## config.mk

```make
export PLATFORM = sky130hd
export DESIGN_NAME = uart_rx
export DESIGN_NICKNAME = d
export VERILOG_FILES = /design/src/rtl/uart_rx.sv
export SDC_FILE = /design/constraint.sdc
export NUM_CORES = 1
export LEC_CHECK = 0
export ABC_AREA = 1
export BUFFER_PORTS_ARGS = -buffer_cell sky130_fd_sc_hd__buf_4
export CAP_MARGIN = 20
export CORE_ASPECT_RATIO = 1.2
export CORE_MARGIN = 4
export CORE_UTILIZATION = 55
export DETAILED_ROUTE_END_ITERATION = 8
export PLACE_DENSITY = 0.74
export SLEW_MARGIN = 5
export SYNTH_ARGS = -nofsm -noshare
export SYNTH_HDL_FRONTEND = slang
export SYNTH_SLANG_ARGS = --single-unit
```

## constraint.sdc

```tcl
create_clock -name i_Clock -period 1.8 [get_ports i_Clock]
set_input_delay 0.27 -clock i_Clock [delete_from_list [all_inputs] [get_ports i_Clock]]
set_output_delay 0.27 -clock i_Clock [all_outputs]
set_load 0.01 [all_outputs]
```

## src/rtl/uart_rx.sv

```systemverilog
// uart_rx: 8N1 UART receiver with mid-bit sampling, DV strobe and framing-error pulse.
// Define UART_RX_PARITY_EN for 8E1 frames with an o_RX_Parity_Err pulse.
module uart_rx #(
  parameter int CLKS_PER_BIT = 25
) (
  input  logic       i_Clock,
  input  logic       i_Rst_L,
  input  logic       i_RX_Serial,
  output logic       o_RX_DV,
  output logic [7:0] o_RX_Byte,
  output logic       o_RX_Active,
`ifdef UART_RX_PARITY_EN
  output logic       o_RX_Parity_Err,
`endif
  output logic       o_RX_Frame_Err
);
  localparam int CW = (CLKS_PER_BIT > 1) ? $clog2(CLKS_PER_BIT) : 1;
  localparam int H  = (CLKS_PER_BIT - 1) / 2;
  localparam logic [CW-1:0] HALF = CW'(H);
  localparam logic [CW-1:0] LAST = CW'(CLKS_PER_BIT - 1);
`ifdef UART_RX_PARITY_EN
  typedef enum logic [2:0] {WAIT_HIGH, IDLE, START, DATA, PARITY, STOP, CLEANUP} state_e;
`else
  typedef enum logic [2:0] {WAIT_HIGH, IDLE, START, DATA, STOP, CLEANUP} state_e;
`endif
  state_e state_q, state_d;
  logic          meta_q, rx_s_q;
  logic [CW-1:0] cnt_q, cnt_d;
  logic [2:0]    bit_q, bit_d;
  logic [7:0]    shift_q, shift_d, byte_q, byte_d;
  logic          dv_q, dv_d, act_q, act_d, ferr_q, ferr_d;
`ifdef UART_RX_PARITY_EN
  logic          par_q, par_d, perr_q, perr_d;
`endif
  always_ff @(posedge i_Clock or negedge i_Rst_L) begin
    if (!i_Rst_L) begin
      meta_q  <= 1'b1;
      rx_s_q  <= 1'b1;
      state_q <= WAIT_HIGH;
      cnt_q   <= '0;
      bit_q   <= '0;
      shift_q <= '0;
      byte_q  <= '0;
      dv_q    <= 1'b0;
      act_q   <= 1'b0;
      ferr_q  <= 1'b0;
`ifdef UART_RX_PARITY_EN
      par_q   <= 1'b0;
      perr_q  <= 1'b0;
`endif
    end else begin
      meta_q  <= i_RX_Serial;
      rx_s_q  <= meta_q;
      state_q <= state_d;
      cnt_q   <= cnt_d;
      bit_q   <= bit_d;
      shift_q <= shift_d;
      byte_q  <= byte_d;
      dv_q    <= dv_d;
      act_q   <= act_d;
      ferr_q  <= ferr_d;
`ifdef UART_RX_PARITY_EN
      par_q   <= par_d;
      perr_q  <= perr_d;
`endif
    end
  end
  always_comb begin
    state_d = state_q;
    cnt_d   = cnt_q;
    bit_d   = bit_q;
    shift_d = shift_q;
    byte_d  = byte_q;
    dv_d    = 1'b0;
    act_d   = act_q;
    ferr_d  = 1'b0;
`ifdef UART_RX_PARITY_EN
    par_d   = par_q;
    perr_d  = 1'b0;
`endif
    case (state_q)
      WAIT_HIGH: begin
        cnt_d   = '0;
        bit_d   = '0;
        state_d = rx_s_q ? IDLE : WAIT_HIGH;
      end
      IDLE: begin
        cnt_d   = '0;
        bit_d   = '0;
        act_d   = !rx_s_q;
        state_d = rx_s_q ? IDLE : START;
      end
      START: begin
        cnt_d = (cnt_q == HALF) ? '0 : cnt_q + 1'b1;
        if (cnt_q == HALF) begin
          state_d = rx_s_q ? IDLE : DATA;
          act_d   = !rx_s_q;
        end
      end
      DATA: begin
        cnt_d = (cnt_q == LAST) ? '0 : cnt_q + 1'b1;
        if (cnt_q == LAST) begin
          shift_d[bit_q] = rx_s_q;
          bit_d          = bit_q + 1'b1;
`ifdef UART_RX_PARITY_EN
          state_d        = (bit_q == 3'd7) ? PARITY : DATA;
`else
          state_d        = (bit_q == 3'd7) ? STOP : DATA;
`endif
        end
      end
`ifdef UART_RX_PARITY_EN
      PARITY: begin
        cnt_d = (cnt_q == LAST) ? '0 : cnt_q + 1'b1;
        if (cnt_q == LAST) begin
          par_d   = rx_s_q;
          state_d = STOP;
        end
      end
`endif
      STOP: begin
        cnt_d = (cnt_q == LAST) ? '0 : cnt_q + 1'b1;
        if (cnt_q == LAST) begin
          act_d   = 1'b0;
          ferr_d  = !rx_s_q;
          state_d = rx_s_q ? CLEANUP : WAIT_HIGH;
`ifdef UART_RX_PARITY_EN
          // A bad stop bit outranks a parity mismatch
          perr_d  = rx_s_q && (^{par_q, shift_q});
          dv_d    = rx_s_q && !(^{par_q, shift_q});
`else
          dv_d    = rx_s_q;
`endif
          byte_d  = dv_d ? shift_q : byte_q;
        end
      end
      CLEANUP: state_d = IDLE;
      default: state_d = IDLE;
    endcase
  end
  assign o_RX_DV        = dv_q;
  assign o_RX_Byte      = byte_q;
  assign o_RX_Active    = act_q;
  assign o_RX_Frame_Err = ferr_q;
`ifdef UART_RX_PARITY_EN
  assign o_RX_Parity_Err = perr_q;
`endif
endmodule

```

==> results of run 1 <==
## metrics by stage
step	worst slack [ns]	power [W]	cell area (sq um)	std cells
6_report	0.251	0.00187	1850	252
5_1_grt	0.130	0.00200	1850	252
4_1_cts	0.253	0.00190	1850	252
3_5_place_dp	0.244	0.00135	1760	243
3_3_place_gp	0.343	0.00133	1760	243
2_1_floorplan	0.438	0.00122	1650	202
## what timing repair did
item	in CTS	in global routing
gates resized for setup	0	0
hold endpoints to repair	30	0
hold buffers	1	0
## cell families (layout without fill, tap and decap cells)
kind of cell,after synthesis,count (layout)
simple gates,124,124
flops,32,32
buf+inv,25,41
compound gates,16,16
fa+ha+maj,4,4
xor+xnor,1,1
## synth_stat cells (2+ instances only)
master and number:
nand2_2 3, buf_2 4, o21ai_0 12, nand2_1 71, inv_2 5, nand4_1 11, nand3_2 3, dfrtp_1 30
nand3_1 17, inv_1 13, ha_1 4, nor2_1 12, dfstp_2 2
## sequential cells by signal, indices dropped and copies added, names as in the netlist
signal / count
cnt_q: 5
o_RX_Active: 1
shift_q: 8
o_RX_Frame_Err: 1
bit_q: 3
rx_s_q: 1
state_q: 3
o_RX_DV: 1
meta_q: 1
o_RX_Byte: 8
## worst max path at each step
stage                      end  cells after the start
floorplan           shift_q[2]                     10
global placement    shift_q[4]                      9
detailed placement  shift_q[7]                      9
CTS                 shift_q[0]                      9
global route        shift_q[4]                      9
finish              shift_q[0]                      9
## per-layer routing
layer | GRT usage | wire length, um | vias to the layer above
met5 | 0 | 0 | -
met4 | 0.0812 | 48 | 0
met3 | 0.0509 | 116 | 5
met2 | 0.323 | 1600 | 20
met1 | 0.220 | 1430 | 621
li1 | - | - | 684
## power breakdown
group | total [W] | leakage [nW] | switching, W | internal, W
registers | 0.000853 | 0.434 | 0.0000781 | 0.000775
clock network | 0.000541 | 0.0412 | 0.000251 | 0.000289
logic | 0.000479 | 0.555 | 0.000316 | 0.000162
total | 0.00187 | 1.03 | 0.000646 | 0.00123
## area by class of cell
cell class	instances	area (sq um)	share of cell area
clock inverters	3	42.5	0.0230
well taps	34	42.5	0.0230
multi-input cells	145	742	0.402
flip-flops and latches	32	803	0.435
clock buffers	5	37.5	0.0203
inverters	19	71.3	0.0386
repair buffers	14	108	0.0583
==> run summary, run 1 <==
status -> completed
Cells after Synth -> 202
Final Skew -> 0.0100 ns
post-synth top area share -> 0.455
Hold Worst Slack -> 0.0398 ns
Post-synth EDFFs -> 0
Max-Cap Viols -> 0
worst rel slew slack -> 0.737
Final GP Congestion -> 0.837
minimum clock period -> 1.55 ns
slowest cell on the critical path -> dfrtp_1
CP startpoint kind -> flip-flop
r2r setup slk -> 0.25 ns
Sink Count -> 32
CTS max path bufs -> 2
Die W -> 58.0 um
FP Rows -> 21
worst-margin pin slew -> 0.395 ns
Final Util -> 0.651
initial antenna violation count -> 0
hold path depth -> 1
asr flop ratio synth -> 1.00
vias in the first global route -> 1,365
mux share of post-synthesis cell area -> 0
Ys Warns -> 0
worst hold path class -> input pin to flip-flop
final antenna-violating net count -> 0
final hold violations -> 0
root buffer cell -> clkbuf_4
routed len/inst -> 12.7 um
synth top area cells -> dfrtp_1, nand2_1, nand3_1, nand4_1, o21ai_0
Worst-Skew Late Latency -> 0.34 ns
reg2reg start -> cnt_q[0]
post-synth net total -> 209
Final Max Tran Viols -> 0
RR Endpoint -> shift_q[0]
most common cell after layout, fill and taps aside -> nand2_1
Die Y -> 68.0 um
Netlist Area Pre-Place -> 0.00165 sq mm
port bufs -> 13
most frequent cells in the layout -> nand2_1, dfrtp_1, nand3_1
TritonCTS Buffers -> 5
worst path bufs/invs -> 2
IO Pins -> 14
pin count of the biggest net entering global routing -> 33
Post-Syn Area per Cell -> 8.18 sq um
Initial Utilization -> 0.582
Post-Synth Simple-Gate Area -> 0.361
worst-path fanout max -> 17
PwrDens -> 1010 mW/mm^2
vias post-DR -> 1,330
required time worst endpoint -> 2.03 ns
RSZ-0062 raised after global routing -> no
DRT Wirelength -> 3.20 mm
# nets final -> 224
Post-route DRC -> 0
H-tree Lvls -> 2
Top cell by count, worst path -> nand2_1
global route overflow -> 0
Core Footprint -> 0.00284 sq mm
CP arrival -> 1.78 ns
Crit path largest cell delay -> 0.42 ns
Initial DRT Pass Iterations -> 4
first-pass GRT wire length -> 5.65 mm
Synth Flop Type -> dfrtp_1
DIE AREA -> 0.00395 sq mm
Area growth, synth to finish -> 11.8%
DR vias/cell -> 5.28
crit share post-route -> 0.860
post-CTS setup buffers -> 0
adder-cell share of the synthesized area -> 0.0303
main combinational cell family by area after synthesis -> simple AND/OR/NAND/NOR gates
fmax -> 646 MHz
fraction of layout cells with a size suffix above 1 -> 0.188
crit end category -> flip-flop
CP top delay family -> simple AND/OR/NAND/NOR gates
critical path class -> flip-flop to flip-flop
Yosys cell types -> 28
DR iter-0 viols -> 57
# diodes -> 0
CTS tree -> built
FF+latch count, synth -> 32
setup_tns -> 0 ns
post-synthesis sequential area ratio -> 0.486
Final setup viols -> 0
Worst Min Path Start -> i_RX_Serial
Final HPWL DP -> 2.39 mm
area leader, netlist -> dfrtp_1
Worst setup startpoint -> cnt_q[0]
GRT Total Usage -> 0.188
critical path cell sequence -> inv_1 > ha_1 > nand2_1 > inv_2 > nand2_4 > nor2_8 > nand3_1 > nand2_1 > nand2_1
fillers -> 243
hold endpoint -> meta_q
Reg2Reg Depth -> 9
Leakage -> 1.03 nW
Clock transition at path regs -> 0.10 ns
compound-cell area share of the yosys netlist -> 0.0523
xor/xnor cell area share of the yosys netlist -> 0.00530
Max IR drop VDD -> 0.757 mV
No activity file was read; power rests on OpenSTA's default activity.
==> run 2: changes to the inputs <==
--- a/config.mk
+++ b/config.mk
@@ -13,6 +13,7 @@
 export CORE_UTILIZATION = 55
 export DETAILED_ROUTE_END_ITERATION = 8
 export PLACE_DENSITY = 0.74
+export SETUP_SLACK_MARGIN = 0.5
 export SLEW_MARGIN = 5
 export SYNTH_ARGS = -nofsm -noshare
 export SYNTH_HDL_FRONTEND = slang
==> run 2 against run 1 <==
  * Register-to-register slack improved by 0.16 ns
  * Clock skew increased by 0.0023 ns
  * Wire length increased by 26%
  * Combinational power increased by 56%
  * Worst setup slack improved by 0.16 ns
  * Maximum frequency increased by 11%
  * Flip-flop and latch count unchanged
  * Cell count increased by 6.7%
  * Worst hold slack improved by 0.0020 ns
  * Highest routed layer unchanged
==> run summary, run 2 (synthesis gave the netlist of run 1 again) <==
status -> completed (unchanged)
port bufs -> 13 (unchanged)
Final setup viols -> 0 (unchanged)
# nets final -> 241 (was 224)
Final Max Tran Viols -> 0 (unchanged)
hold endpoint -> meta_q (unchanged)
FP Rows -> 21 (unchanged)
Leakage -> 1.10 nW (was 1.03 nW)
crit end category -> flip-flop (unchanged)
DRT Wirelength -> 4.04 mm (was 3.20 mm)
critical path class -> flip-flop to flip-flop (unchanged)
worst-margin pin slew -> 0.405 ns (was 0.395 ns)
routed len/inst -> 15.0 um (was 12.7 um)
root buffer cell -> clkbuf_4 (unchanged)
# diodes -> 0 (unchanged)
Final Skew -> 0.0123 ns (was 0.0100 ns)
Max IR drop VDD -> 0.897 mV (was 0.757 mV)
GRT Total Usage -> 0.225 (was 0.188)
DIE AREA -> 0.00395 sq mm (unchanged)
fraction of layout cells with a size suffix above 1 -> 0.370 (was 0.188)
PwrDens -> 984 mW/mm^2 (was 1010 mW/mm^2)
required time worst endpoint -> 2.03 ns (about the same)
crit share post-route -> 0.772 (was 0.860)
setup_tns -> 0 ns (unchanged)
pin count of the biggest net entering global routing -> 33 (unchanged)
vias post-DR -> 1,499 (was 1,330)
CP startpoint kind -> flip-flop (unchanged)
IO Pins -> 14 (unchanged)
Max-Cap Viols -> 0 (unchanged)
first-pass GRT wire length -> 6.70 mm (was 5.65 mm)
Area growth, synth to finish -> 31.7% (was 11.8%)
Hold Worst Slack -> 0.0418 ns (was 0.0398 ns)
CTS tree -> built (unchanged)
Reg2Reg Depth -> 5 (was 9)
r2r setup slk -> 0.41 ns (was 0.25 ns)
TritonCTS Buffers -> 5 (unchanged)
Core Footprint -> 0.00284 sq mm (unchanged)
Worst-Skew Late Latency -> 0.34 ns (about the same)
most frequent cells in the layout -> nand2_1, dfrtp_1, buf_4 (was nand2_1, dfrtp_1, nand3_1)
H-tree Lvls -> 2 (unchanged)
DR vias/cell -> 5.57 (was 5.28)
Clock transition at path regs -> 0.11 ns (was 0.10 ns)
DR iter-0 viols -> 96 (was 57)
reg2reg start -> cnt_q[2] (was cnt_q[0])
Post-route DRC -> 0 (unchanged)
final hold violations -> 0 (unchanged)
Reg area -> 808 sq um (was 803 sq um)
Die Y -> 68.0 um (unchanged)
most common cell after layout, fill and taps aside -> nand2_1 (unchanged)
Final GP Congestion -> 0.837 (about the same)
hold path depth -> 1 (unchanged)
CTS max path bufs -> 2 (unchanged)
fmax -> 720 MHz (was 646 MHz)
minimum clock period -> 1.39 ns (was 1.55 ns)
Die W -> 58.0 um (unchanged)
Sink Count -> 32 (unchanged)
area of the multi-input gates -> 946 sq um (was 742 sq um)
vias in the first global route -> 1,576 (was 1,365)
RR Endpoint -> o_RX_Byte[4] (was shift_q[0])
worst rel slew slack -> 0.730 (was 0.737)
worst-path fanout max -> 6 (was 17)
Final HPWL DP -> 2.42 mm (was 2.39 mm)
Initial Utilization -> 0.582 (unchanged)
fillers -> 173 (was 243)
RSZ-0062 raised after global routing -> yes (was no)
Initial DRT Pass Iterations -> 4 (unchanged)
worst hold path class -> input pin to flip-flop (unchanged)
final antenna-violating net count -> 0 (unchanged)
initial antenna violation count -> 0 (unchanged)
global route overflow -> 0 (unchanged)
CP arrival -> 1.62 ns (was 1.78 ns)
Worst Min Path Start -> i_RX_Serial (unchanged)
[run 2: cell types whose count changed in the layout (fill, tap and decap cells not counted), sizes merged]
cell      before  now
buf           13   26
clkbuf         5    6
clkinvlp       1    0
nand2         75   76
nor2          15   18
[run 2: worst max-delay path by stage]
stage | from | end | slack (ns) | cells after the start
6_report | cnt_q[2] | o_RX_Byte[4] | 0.41 | 5
5_1_grt | cnt_q[0] | o_RX_Active | 0.33 | 10
4_1_cts | cnt_q[1] | bit_q[2] | 0.43 | 9
3_5_place_dp | cnt_q[0] | shift_q[7] | 0.26 | 9
3_3_place_gp | cnt_q[0] | shift_q[4] | 0.34 | 9
2_1_floorplan | cnt_q[0] | shift_q[2] | 0.44 | 10
[run 2: final cells by class]
| cell class | instances | share of cell area |
|---|---|---|
| multi-input combinational | 149 | 0.435 |
| sequential | 32 | 0.372 |
| timing repair buffer | 27 | 0.101 |
| inverter | 19 | 0.0374 |
| tap | 34 | 0.0196 |
| clock buffer | 6 | 0.0190 |
| clock inverter | 2 | 0.0161 |
[run 2: where the power goes]
part           internal, W  switching (W)  total (W)
logic             0.000280       0.000468   0.000748
registers         0.000779      0.0000746   0.000854
clock network     0.000291       0.000248   0.000539
total              0.00135       0.000790    0.00214
[run 2: repair_timing]
action	in CTS	in global routing
gates resized for setup	19	40
cloned	4	0
pin swaps	8	24
setup endpoints to repair	25	30
hold buffers	1	0
hold endpoints to repair	30	0
buffers inserted	6	7
[run 2: through the flow]
| step | total power, W | utilization | setup slack (ns) | area, sq um | instances |
|---|---|---|---|---|---|
| 5_1_grt | 0.00228 | 0.766 | 0.328 | 2170 | 269 |
| 3_3_place_gp | 0.00133 | 0.619 | 0.343 | 1760 | 243 |
| 2_1_floorplan | 0.00122 | - | 0.438 | 1650 | 202 |
| 3_5_place_dp | 0.00135 | 0.619 | 0.258 | 1760 | 243 |
| 6_report | 0.00214 | 0.766 | 0.411 | 2170 | 269 |
| 4_1_cts | 0.00202 | 0.704 | 0.429 | 2000 | 262 |
[run 2: critical path, stage by stage, from the launching register on]
cell and delay (ns):
dfrtp_1 0.47, nor2_4 0.30, nand2_8 0.14, buf_6 0.16, o21ai_2 0.14, nand2_1 0.08
[run 2: layer usage]
metal	part of all wire	GRT usage	up-vias
li1	-	-	728
met1	0.42	0.264	724
met2	0.53	0.386	38
met3	0.031	0.0396	9
met4	0.020	0.133	0
met5	0	0	-
